<file path="src/rtl/prbs_gen_multi.sv">
// Multi-channel PRBS source (PRBS7/9/15/23/31) with seed reload, error injection and
// registered valid/sync flags. One prbs_lane per channel; top owns mode and flags.

module prbs_lane #(
  parameter int                 NB_PAR  = 1,
  parameter int                 NB_LFSR = 31,
  parameter logic [NB_LFSR-1:0] SEED    = '1
) (
  input  logic              clock,
  input  logic              i_reset,
  input  logic              i_load,
  input  logic              i_step,
  input  logic [2:0]        i_mode,
  input  logic [2:0]        i_load_mode,
  input  logic              i_inj,
  output logic [NB_PAR-1:0] o_word
);

  function automatic logic [NB_LFSR-1:0] len_mask(input logic [2:0] m);
    logic [NB_LFSR-1:0] r;
    r = '0;
    case (m)
      3'd0:    r[6:0]  = '1;
      3'd2:    r[14:0] = '1;
      3'd3:    r[22:0] = '1;
      3'd4:    r[30:0] = '1;
      default: r[8:0]  = '1;
    endcase
    return r;
  endfunction

  // A zero seed would lock the register, so fall back to all-ones.
  function automatic logic [NB_LFSR-1:0] seed_val(input logic [2:0] m);
    logic [NB_LFSR-1:0] v;
    v = SEED & len_mask(m);
    if (v == '0) v = len_mask(m);
    return v;
  endfunction

  function automatic logic [NB_LFSR-1:0] lfsr_step(input logic [NB_LFSR-1:0] s,
                                                   input logic [2:0] m);
    logic [NB_LFSR-1:0] n;
    n = '0;
    case (m)
      3'd0:    n[6:0]  = {s[0] ^ s[1], s[6:1]};
      3'd2:    n[14:0] = {s[0] ^ s[1], s[14:1]};
      3'd3:    n[22:0] = {s[0] ^ s[5], s[22:1]};
      3'd4:    n[30:0] = {s[0] ^ s[3], s[30:1]};
      default: n[8:0]  = {s[0] ^ s[5], s[8:1]};
    endcase
    return n;
  endfunction

  logic [NB_LFSR-1:0] r_state;
  logic [NB_LFSR-1:0] w_s;
  logic [NB_PAR-1:0]  w_word;
  logic [NB_PAR-1:0]  w_inj_vec;

  always_comb begin
    w_s       = r_state;
    w_word    = '0;
    w_inj_vec = '0;
    w_inj_vec[0] = i_inj;
    for (int k = 0; k < NB_PAR; k++) begin
      w_word[k] = w_s[0];
      w_s       = lfsr_step(w_s, i_mode);
    end
  end

  always_ff @(posedge clock) begin
    if (i_reset) begin
      r_state <= seed_val(i_load_mode);
      o_word  <= '0;
    end else if (i_load) begin
      r_state <= seed_val(i_load_mode);
    end else if (i_step) begin
      r_state <= w_s;
      o_word  <= w_word ^ w_inj_vec;
    end
  end

endmodule

module prbs_gen_multi #(
  parameter int                        N_CH    = 2,
  parameter int                        NB_PAR  = 1,
  parameter int                        NB_LFSR = 31,
  parameter logic [N_CH*NB_LFSR-1:0]   SEED    = {31'h1FE, 31'h1AA}
) (
  input  logic                   clock,
  input  logic                   i_reset,
  input  logic                   i_enable,
  input  logic                   i_enable2,
  input  logic                   i_load,
  input  logic [2:0]             i_mode,
  input  logic                   i_err_inj,
  input  logic [N_CH-1:0]        i_err_mask,
  output logic [N_CH*NB_PAR-1:0] o_data,
  output logic                   o_valid,
  output logic                   o_sync,
  output logic [2:0]             o_mode
);

  logic [2:0] w_mode_in;
  logic       w_en;
  logic       w_step;
  logic       r_armed;

  assign w_mode_in = (i_mode > 3'd4) ? 3'd1 : i_mode;
  assign w_en      = i_enable & i_enable2;
  assign w_step    = w_en & ~i_load;

  always_ff @(posedge clock) begin
    if (i_reset || i_load) begin
      o_mode  <= w_mode_in;
      o_valid <= 1'b0;
      o_sync  <= 1'b0;
      r_armed <= 1'b1;
    end else if (w_en) begin
      o_valid <= 1'b1;
      o_sync  <= r_armed;
      r_armed <= 1'b0;
    end else begin
      o_valid <= 1'b0;
      o_sync  <= 1'b0;
    end
  end

  for (genvar c = 0; c < N_CH; c++) begin : g_ch
    prbs_lane #(
      .NB_PAR  (NB_PAR),
      .NB_LFSR (NB_LFSR),
      .SEED    (SEED[c*NB_LFSR +: NB_LFSR])
    ) u_lane (
      .clock       (clock),
      .i_reset     (i_reset),
      .i_load      (i_load),
      .i_step      (w_step),
      .i_mode      (o_mode),
      .i_load_mode (w_mode_in),
      .i_inj       (i_err_inj & i_err_mask[c]),
      .o_word      (o_data[c*NB_PAR +: NB_PAR])
    );
  end

endmodule

</file>
<file path="config.mk">
export PLATFORM = sky130hd
export DESIGN_NAME = prbs_gen_multi
export DESIGN_NICKNAME = d
export VERILOG_FILES = /design/src/rtl/prbs_gen_multi.sv
export SDC_FILE = /design/constraint.sdc
export NUM_CORES = 1
export LEC_CHECK = 0
export BUFFER_PORTS_ARGS = -buffer_cell sky130_fd_sc_hd__buf_2
export CORE_MARGIN = 4
export CORE_UTILIZATION = 40
export DETAILED_ROUTE_END_ITERATION = 8
export PLACE_DENSITY_LB_ADDON = 0.12
export SLEW_MARGIN = 10
export SYNTH_ARGS = -nofsm -noshare
export SYNTH_HDL_FRONTEND = slang
export SYNTH_SLANG_ARGS = --single-unit
</file>
<file path="constraint.sdc">
create_clock -name clock -period 6.02 [get_ports clock]
set_clock_uncertainty 0.1 [all_clocks]
set_input_delay 0.602 -clock clock [delete_from_list [all_inputs] [get_ports clock]]
set_output_delay 0.602 -clock clock [all_outputs]
set_load 0.005 [all_outputs]
</file>
After elaboration in Yosys (flattened, before gate mapping):

Cells that the tools add are included.

* register bits: 70
* bits in latches: 0
* memory bits (writable): 0
* memory bits (read-only): 0
* input bits: 11
* output and inout bits: 7
* logic and storage cells: 75
* memories: 0

* add/sub/neg operators: 0
* $mul: 0
* divide/modulo/power cells: 0
* order comparisons: 1
* eq/ne operators: 6
* shifts and indexed selects: 0
* multiplexer cells: 32
* bitwise logic cells: 14
* reduce and logical (&&, ||, !) cells: 14

Operator list (count)
* $mux 31: 10
* $logic_not 31->1: 4
* $mux 7: 5
* $mux 8: 4
* $pmux 8 s2: 2
* $pmux 6 s2: 2
* $eq 3x2->1 const B: 4
* $mux 2: 4
* $pmux 2 s2: 2
* $xor 1x1->1: 8
* $eq 3x3->1 const B: 2
* $logic_not 3->1: 2
* $mux 6: 1
* $reduce_or 2->1: 3
* $reduce_or 3->1: 2
* $and 1x1->1: 4
* $gt 3x3->1 const B: 1
* $mux 3: 1
* $reduce_bool 3->1: 1
* $not 1->1: 2
* $reduce_and 2->1: 1
* $logic_or 1x1->1: 1
* $mux 1: 1

Depth between registers and ports, before layout:

Gate-level depths: netlist of run 1.

* word-level depth: 10
* mapped depth: 5
* gate-level depth less buffers: 4

Cells and area by module:

A second synthesis of run 1 with hierarchy kept.

* cell total of the unflattened synthesis: 202
* area total of the unflattened synthesis: 2892.8 um^2

Modules (own cells, without submodules)
* prbs_lane (g_ch[1].u_lane): times used 1, cells each 92, area each 1345.0 um^2, sequential area each 950.9 um^2
* prbs_lane (g_ch[0].u_lane): times used 1, cells each 92, area each 1327.5 um^2, sequential area each 950.9 um^2
* prbs_gen_multi: times used 1, cells each 18, area each 220.2 um^2, sequential area each 150.1 um^2

Least setup slack after synthesis of run 1:

OpenSTA, ideal clock, no wires.

* path type: input -> register
* from: in i_load
* to: reg g_ch[0].u_lane.r_state[0], enable pin
* setup time: 0.676 ns
* arrival time: 2.121 ns
* data required time: 5.244 ns
* setup slack: 3.123 ns
* cell stages on the path: 3
* buffers on the path: 1
* cell sequence: nor2_2 -> clkbuf_1 -> nand2_1

* cells in the longest elaborated chain, start to end: 3

Ends and longest elaborated chain
* start: declaration: line 94 `input logic i_load,`
* $not 1->1 (no line)
* $and 1x1->1: line 111 `assign w_step = w_en & ~i_load;`
* $reduce_bool 3->1 (no line) *
* end signal: assignment: line 72 `r_state <= seed_val(i_load_mode);`
* end signal: assignment: line 75 `r_state <= seed_val(i_load_mode);`
* end signal: assignment: line 77 `r_state <= w_s;`
* end: declaration: line 54 `logic [NB_LFSR-1:0] r_state;`

Mark *: on every way between the ends. The rest lies on a longest branch, timed or not.
A chain may end at the register's enable or synchronous reset.

Worst setup path after layout of run 1:

* from: in i_load
* to: reg g_ch[0].u_lane.r_state[8], enable pin

Same word-level chain as after synthesis.

==> results of run 1 <==
-- layout by cell type (no fill, tap or decap), types with 2 or more instances in the layout --
| cell | count |
|---|---|
| a211oi_1 | 3 |
| a21o_1 | 2 |
| a21oi_1 | 4 |
| a21oi_4 | 2 |
| a32o_1 | 2 |
| a32oi_1 | 2 |
| and2_1 | 19 |
| and2_2 | 11 |
| and3_1 | 14 |
| buf_2 | 17 |
| buf_4 | 2 |
| clkbuf_8 | 9 |
| clkinv_2 | 2 |
| dfxtp_1 | 5 |
| edfxtp_1 | 65 |
| nand2_1 | 9 |
| nor2_1 | 9 |
| nor2b_1 | 2 |
| nor3_1 | 3 |
| nor3b_1 | 2 |
| o21ai_0 | 4 |
| o2bb2ai_1 | 2 |
| or3_1 | 8 |
| xnor2_1 | 4 |
| xor2_1 | 4 |
-- worst min-delay path: cells and delay by family (launching register included) --
kind | cells | cell delay [ns]
flip-flops | 1 | 0.32
AND/OR/NAND/NOR | 2 | 0.09
-- through the flow --
stage               hold slack, ns  total power, mW  instance area (um^2)  util (%)
floorplan                    0.315            0.618                  2870         -
global placement             0.332            0.634                  3020      44.0
detailed placement           0.345            0.637                  3020      44.0
CTS                          0.356            0.995                  3200      46.6
global route                 0.406             1.02                  3200      46.6
finish                       0.355            0.980                  3200      46.6
-- state kept, by name (all words and copies together), names as in the netlist --
signal / cells
g_ch.u_lane.o_word: 2
r_armed: 1
g_ch.u_lane.r_state: 62
o_sync: 1
o_valid: 1
o_mode: 3
-- layout make-up --
class                      count  area share (%)
clock buffer                  10            3.98
clock inverter                 5            1.60
inverter                       1           0.117
multi-input combinational    114            23.4
sequential                    70            64.1
tap                           96            3.75
timing repair buffer          19            3.13
-- logic make-up after synthesis --
kind of cell / count (synthesis)
simple gates: 84
flops: 70
compound gates: 21
buf+inv: 12
xor+xnor: 8
mux: 1
-- worst max-delay path by stage --
| stage | start | end | slack (ns) | cells after the start |
|---|---|---|---|---|
| floorplan | i_load | g_ch[0].u_lane.r_state[0] | 3.12 | 3 |
| global placement | i_load | g_ch[0].u_lane.r_state[14] | 3.36 | 4 |
| detailed placement | i_reset | g_ch[0].u_lane.r_state[11] | 3.21 | 4 |
| CTS | i_load | g_ch[1].u_lane.r_state[9] | 3.60 | 4 |
| global route | i_load | g_ch[1].u_lane.r_state[8] | 3.37 | 4 |
| finish | i_load | g_ch[0].u_lane.r_state[8] | 3.55 | 4 |
-- routing by layer --
metal  GRT usage (%)  wire length (um)  share of wire (%)
met2            17.9              2150                 46
met1            16.2              2300                 49
met5               0                 0                  0
met3            5.93               207                4.4
met4            4.03                63                1.3
-- report_power, final --
group | switching, mW | leakage (nW) | internal [mW] | total, mW
Sequential | 0.0134 | 0.738 | 0.558 | 0.572
Clock | 0.168 | 0.0896 | 0.186 | 0.354
Combinational | 0.0333 | 0.392 | 0.0206 | 0.0539
Total | 0.215 | 1.22 | 0.765 | 0.980
==> metrics, run 1 <==
status finished, final reports clean; Yosys warning count 0; Post-Syn Nets 207; Synth area leader edfxtp_1; Fin Setup TNS 0 ns; routed length per instance about 15 um; Avg Inst Size Synth 14.6 um^2; global-route wire length before repair 7.82 mm; Slowest-stage cell, CP nor2_2; Largest delay share family, worst path simple AND/OR/NAND/NOR gates; CTS resizes 0; final hold vios 0; final setup vio count 0; Setup crit end kind flop; combinational family with the most area after synthesis simple AND/OR/NAND/NOR gates; IO Pins 18; asr flop ratio synth 0%; r2r setup slk ~4.3 ns; Post-synth top flop edfxtp_1; crit-path max FO 44; H-tree depth 3; Post-Syn Area 2870 um^2; crit start category input port; Vias/cell between 4 and 5; largest net degree at the start of global routing between 40 and 50; EDFF count, synth between 60 and 70; post-synth top area share between 60% and 70%; full die area 8580 um^2; synthesis-to-layout area growth 11.7%; hold depth 2; initial antenna violation count 0; pre-CTS WS 3.21 ns; PortBufs 17; Die Ht 92.7 um; fill count ~620; pwr/cell area 306 nW/um^2; maximum vdd drop about 0.14 mV; CP max stage delay ~0.67 ns; GR Overflow Total 0; Pre-antenna DRT Iters 4; vias in the first global route ~1500; hpwl dp ~3.0 mm; post-route ant nets 0; Final min period about 2.5 ns; Slew Limit Fails 0; worst slew pin tran about 0.84 ns; Synth Instances around 200; RSZ-0062 raised after global routing no; vias 1530; mux share of post-synthesis cell area less than 1%; worst r2r src o_mode[0]; total core area 6870 um^2; # placed instances 300; Relative slew margins between 40% and 50%; Finished Layout Cells roughly 320; FF-to-FF End g_ch[1].u_lane.r_state[18]; WS Path Type in2reg; Fmax achieved just over 400 MHz; Max Cap Viol 0; fin crit share approximately two fifths; GPL Wtd Cong 0.745; root buffer cell clkbuf_8; row count 30; Total GRT Usage ~12%; CP required a little under 6 ns; drc violations 0; clock sinks 70; Final Worst Setup Slack between 3 and 4 ns; Min-Delay Startpoint r_armed; share of cells above drive strength 1 22.8%; P_leak ~1.2 nW; synth top area cells edfxtp_1, and2_1, dfxtp_1; Clock Latency Late Sink between 0.3 and 0.4 ns; sequential-to-total area share from yosys stat between 70% and 80%; Worst Hold Endpoint r_armed; critical path, cell by cell buf_2 > nor2_2 > nand2_2 > buf_4; simple-gate portion of the synthesized area ~17%; critical path buffer and inverter count 2; Max Buffers Root-to-Sink 2; Yosys cell types 33; Synth Area in Adders 0%; Commonest cells post-synth edfxtp_1, and2_1, and3_1, and2_2, nand2_1; CTS tree done; Setup Buffers After CTS 0; final net count 226; count leader, synth edfxtp_1; cts hold-fix bufs 0; area of the multi-input gates 748 um^2; Compound-Gate Fraction of Synth Area about 5.8%; Worst-path clk slew approximately 0.080 ns; Initial Util between 40% and 50%; Hold Path Class reg2reg; XOR/XNOR share of the synthesized area between 2 and 2.5%; R2R depth 3; die extent in x approximately 93 um; Routed WL 4.72 mm; Num CTS Buffers 9; Antenna Cells 0; Iteration-0 DRC Markers 62; critical path arrival about 2.4 ns; register bit total from synthesis 70; FF/Latch Area roughly 2100 um^2
(Power assumes the default switching activity.)
==> run 2, diff against run 1 <==
- clock period: 6.02 -> 2.3 ns (I/O delays scaled with it)
==> run 2 against run 1 <==
Critical path depth down 1; utilization up 1.1 points; setup slack worse by 2.9 ns; flip-flop and latch count unchanged; power rose to 2.8 times the previous value; non-clock buffer count up 1; sequential share of layout area down 1.4 points; via count up 1.3%; final cell count up 0.63%; worst hold slack worse by 0.27 ns; critical endpoint is now g_ch[1].u_lane.r_state[20]; wire length up 0.57%.
==> metrics, run 2 (synthesized netlist as in run 1, its figures left out) <==
P_leak 1.26 nW (+3.5%); largest net degree at the start of global routing 63 (+40%); drc violations 0 (unchanged); Tot Pwr 2.72 mW (+180%); pwr/cell area 830 nW/um^2 (+170%); CTS resizes 0 (unchanged); vias in the first global route 1527 (+1.5%); PortBufs 17 (unchanged); Die Ht 92.7 um (unchanged); hpwl dp 2.88 mm (-4.1%); die extent in x 92.7 um (unchanged); worst r2r src o_mode[0]; CP startpoint o_mode[0]; hold depth 2 (unchanged); crit-path max FO 14 (-68%); Num CTS Buffers 9 (unchanged); vias 1550 (+1.3%); GPL Wtd Cong 0.801 (+7.4%); largest register by flop count g_ch.u_lane.r_state; maximum vdd drop 0.431 mV (+210%); cts hold-fix bufs 0 (unchanged); Final Worst Setup Slack 0.609 ns (-2.94 ns); CP required 2.41 ns (-3.53 ns); R2R depth 3 (unchanged); Initial Util 41.7% (unchanged); Worst-path clk slew 0.08 ns (about the same); max FFs per register 62 (unchanged); Relative slew margins 63.0% (+19 points); Fmax achieved slightly below 600 MHz; Clock Latency Late Sink 0.34 ns (about the same); Worst Hold Endpoint g_ch[1].u_lane.o_word; H-tree depth 3 (unchanged); Min-Delay Startpoint i_reset; IO Pins 18 (unchanged); commonest non-fill, non-tap cell in the layout edfxtp_1; initial antenna violation count 0 (unchanged); Routed WL 4.75 mm (+0.57%); final setup vio count 0 (unchanged); Slew Limit Fails 0 (unchanged); Pre-antenna DRT Iters 4 (unchanged); status finished, final reports clean; Setup Buffers After CTS 0 (unchanged); Total GRT Usage 12.4% (+0.074 points); global-route wire length before repair 7.83 mm (about the same); Max Cap Viol 0 (unchanged); clock sinks 70 (unchanged); root buffer cell clkbuf_8; Placed Instance Area 3040 um^2 (+0.66%); WS Path Type reg2reg; RSZ-0062 raised after global routing no; Fin Setup TNS 0 ns (unchanged); Max Buffers Root-to-Sink 2 (unchanged); Hold WS 0.0898 ns (-0.266 ns); full die area 8580 um^2 (unchanged); share of cells above drive strength 1 24.4% (+1.6 points); Design Area, Final 3280 um^2 (+2.3%); post-route ant nets 0 (unchanged); synthesis-to-layout area growth 14.3%; routed length per instance 15.0 um (about the same); final net count 227 (+0.44%); GR Overflow Total 0 (unchanged); total core area 6870 um^2 (unchanged); Vias/cell 4.89 (+0.67%); pre-CTS WS 0.608 ns (-2.61 ns); Setup crit end kind flop; worst slew pin tran 0.554 ns (-0.283 ns); Iteration-0 DRC Markers 143 (+130%); final hold vios 0 (unchanged); critical path arrival 1.80 ns (-0.59 ns); r2r setup slk 0.61 ns (-3.70 ns); FF-to-FF End g_ch[1].u_lane.r_state[20]; row count 30 (unchanged); most frequent cells in the layout edfxtp_1, and2_1, buf_2; Antenna Cells 0 (unchanged); fin crit share ~74%; CTS tree done; crit start category flop; biggest regs g_ch.u_lane.r_state: 62 flops, o_mode: 3 flops, g_ch.u_lane.o_word: 2 flops; Hold Path Class in2reg; Final min period 1.69 ns
run 2: changes by cell type in the layout (fill, tap and decap cells not counted), sizes merged:
cell and delta:
clkbuf +3, bufinv -1, buf +1, clkinvlp -1
run 2: metrics by stage:
step | util, % | cells
finish | 47.7 | 317
detailed placement | 44.3 | 301
CTS | 47.7 | 317
global route | 47.7 | 317
floorplan | - | 196
global placement | 44.3 | 301
run 2: how the worst max path moves through the flow:
stage	to	cells past startpoint
after CTS	g_ch[1].u_lane.r_state[19]	3
after global placement	g_ch[0].u_lane.r_state[17]	3
after floorplan	g_ch[0].u_lane.r_state[0]	3
after detailed placement	g_ch[1].u_lane.r_state[19]	3
final	g_ch[1].u_lane.r_state[20]	3
after global routing	g_ch[1].u_lane.r_state[18]	3
run 2: final cells by class:
| cell class | instances | area [um^2] |
|---|---|---|
| Clock inverter | 3 | 18.8 |
| Multi-Input combinational cell | 114 | 748 |
| Inverter | 1 | 3.75 |
| Tap cell | 96 | 120 |
| Timing Repair Buffer | 20 | 120 |
| Sequential cell | 70 | 2050 |
| Fill cell | 603 | 3590 |
| Clock buffer | 13 | 213 |
run 2: worst max-delay path, stage by stage, from the launching register on:
cell and delay [ns]:
edfxtp_1 0.53, or3b_4 0.47, a21oi_4 0.27, and2_2 0.20
run 2: where the power goes:
part	internal (mW)	switching, mW	total (mW)
combinational	0.0575	0.0900	0.147
clock	0.617	0.460	1.08
sequential	1.46	0.0332	1.49
total	2.13	0.583	2.72
run 2: routing by layer:
layer / vias up / track usage [%] / share of wire, %
met4: 0 / 5.86 / 2.4
li1: 750 / - / -
met2: 29 / 16.7 / 44
met1: 758 / 16.6 / 48
met3: 13 / 6.01 / 5.7
met5: - / 0 / 0
==> run 3, diff against run 2 <==
- clock period: 2.3 -> 1.4 ns (I/O delays scaled with it)
==> run 3 against run 2 <==
The run now ends with negative setup slack left; global-route usage is 0.49 points higher; wire length is 9.1% higher; register-to-register slack worse by 0.77 ns; die area stayed put; clock power is 51% higher; sequential power is 64% higher; non-clock buffer count is 20 higher; critical path depth is 2 higher; cell area is 6.9% higher; via count is 7.9% higher; flip-flop and latch count stayed put; first-iteration DRC count is 50% higher.
==> metrics, run 3 (synthesized netlist as in run 1, its figures left out) <==
status finished, violations left; failing checks negative setup slack; Setup crit end kind flop; RSZ-0062 raised after global routing yes; full die area 8580 um^2 (unchanged); Initial Util 41.7% (unchanged); CTS tree done; critical path buffer and inverter count 2 (+2); Clock power frac 36.7% (-2.9 points); Largest delay share family, worst path simple AND/OR/NAND/NOR gates; CP max stage delay 0.43 ns (-0.10 ns); global-route wire length before repair 8.35 mm (+6.6%); Relative slew margins 79.4% (+16 points); CP required 1.47 ns (-0.94 ns); Reg power frac 55.2% (+0.3 points); Fmax achieved 639 MHz (+8.0%); critical path, cell by cell buf_4 > nor3b_2 > buf_6 > a32oi_1 > nor2_1; GR Overflow Total 0 (unchanged); Finished Layout Cells 339 (+6.9%); final net count 249 (+9.7%); sw frac 21.3% (-0.21 points); root buffer cell clkbuf_8; crit-path max FO 11 (-3); PortBufs 17 (unchanged); Num CTS Buffers 9 (unchanged); die extent in x 92.7 um (unchanged); P_leak 1.37 nW (+8.8%); fin crit share 112% (+38 points); Clock Latency Late Sink 0.34 ns (about the same); final hold vios 0 (unchanged); H-tree depth 3 (unchanged); critical path arrival 1.64 ns (-0.16 ns); Routed WL 5.18 mm (+9.1%); Die Ht 92.7 um (unchanged); Slew Limit Fails 0 (unchanged); maximum vdd drop 0.687 mV (+59%); final setup vio count 50 (+50); most frequent cells in the layout edfxtp_1, and2_1, buf_2; largest register by flop count g_ch.u_lane.r_state; Total GRT Usage 12.9% (+0.49 points); P_sw 0.942 mW (+61%); hpwl dp 3.11 mm (+8.1%); total core area 6870 um^2 (unchanged); GPL Wtd Cong 0.794 (-0.81%); fill count 590 (-2.2%); pwr/cell area 1270 nW/um^2 (+53%); commonest non-fill, non-tap cell in the layout edfxtp_1; Vias/cell 4.94 (+0.93%); Iteration-0 DRC Markers 214 (+50%); Internal Power 3.49 mW (+63%); Final min period 1.57 ns (-0.126 ns); largest net degree at the start of global routing 26 (-59%); Slowest-stage cell, CP edfxtp_1; Max Buffers Root-to-Sink 2 (unchanged); IO Pins 18 (unchanged); post-route ant nets 0 (unchanged); Pre-antenna DRT Iters 6 (+2); Gate power share 8.1% (+2.7 points); Hold WS 0.0154 ns (-0.0744 ns); drc violations 0 (unchanged); vias 1673 (+7.9%); worst slew pin tran 0.307 ns (-0.247 ns); clock sinks 70 (unchanged); initial antenna violation count 0 (unchanged); Final Worst Setup Slack -0.166 ns (-0.774 ns); synthesis-to-layout area growth 22.1%; Antenna Cells 0 (unchanged); share of cells above drive strength 1 31.3% (+6.8 points); routed length per instance 15.3 um (+2.0%); WS Path Type reg2reg; max FFs per register 62 (unchanged); Max Cap Viol 0 (unchanged); row count 30 (unchanged); Hold Path Class in2reg; # placed instances 314 (+4.3%); pre-CTS WS -0.226 ns (-0.834 ns); crit start category flop; biggest regs g_ch.u_lane.r_state: 62 flops, o_mode: 3 flops, g_ch.u_lane.o_word: 2 flops; Worst-path clk slew 0.07 ns (about the same); Tot Pwr 4.43 mW (+63%); vias in the first global route 1693 (+11%)
-- run 3: cell count changes in the layout (fill, tap and decap cells not counted), sizes merged --
cell         before  now
a21oi             6    8
buf              20   38
bufinv            0    1
clkbuf           13   16
clkinv            3    0
dlygate4sd3       0    1
-- run 3: worst paths after layout --
| kind | start | endpoint | slack [ns] | cells past startpoint |
|---|---|---|---|---|
| hold reg to reg | r_armed | r_armed | 0.35 | 2 |
| hold / removal | i_mode[2] | o_mode[1] | 0.02 | 2 |
| setup / recovery | o_mode[1] | g_ch[0].u_lane.r_state[22] | -0.17 | 5 |
| setup reg to reg | o_mode[1] | g_ch[0].u_lane.r_state[22] | -0.17 | 5 |
-- run 3: stage by stage --
step | TNS, ns | utilization [%] | area, um^2
2_1_floorplan | -3.94 | - | 2890
3_3_place_gp | -3.71 | 46.5 | 3190
3_5_place_dp | -5.03 | 46.5 | 3190
4_1_cts | -5.44 | 50.3 | 3460
5_1_grt | -10.55 | 51.0 | 3500
6_report | -6.44 | 51.0 | 3500
-- run 3: final cells by class --
| cell class | count | area, um^2 | area share (%) |
|---|---|---|---|
| clock inverters | 1 | 30.0 | 0.858 |
| well taps | 96 | 120 | 3.43 |
| flip-flops and latches | 70 | 2050 | 58.6 |
| repair buffers | 40 | 314 | 8.97 |
| multi-input cells | 116 | 815 | 23.3 |
| clock buffers | 15 | 166 | 4.75 |
| inverters | 1 | 3.75 | 0.107 |
-- run 3: repair_timing --
action,4_1_cts,5_1_grt
hold buffers,1,0
hold endpoints to repair,2,0
pin swaps,8,5
setup endpoints to repair,34,50
setup buffers,4,1
resized for setup,2,10
cloned,2,1
-- run 3: metal layers --
layer | track usage, % | vias to the layer above | wire, um
li1 | - | 804 | -
met3 | 4.31 | 9 | 193
met5 | 0 | - | 0
met2 | 19.0 | 32 | 2510
met1 | 17.0 | 828 | 2410
met4 | 6.23 | 0 | 75
-- run 3: power groups by stage --
stage / logic, mW / registers, mW / clock network, mW
detailed placement: 0.308 / 2.49 / 0
global route: 0.394 / 2.45 / 1.76
CTS: 0.343 / 2.44 / 1.67
finish: 0.359 / 2.44 / 1.63
global placement: 0.301 / 2.49 / 0
floorplan: 0.182 / 2.48 / 0
-- run 3: worst reg2reg max path, cell delays in order (launching register included) --
cell,delay [ns]
edfxtp_1,0.43
buf_4,0.17
nor3b_2,0.27
buf_6,0.19
a32oi_1,0.07
nor2_1,0.17
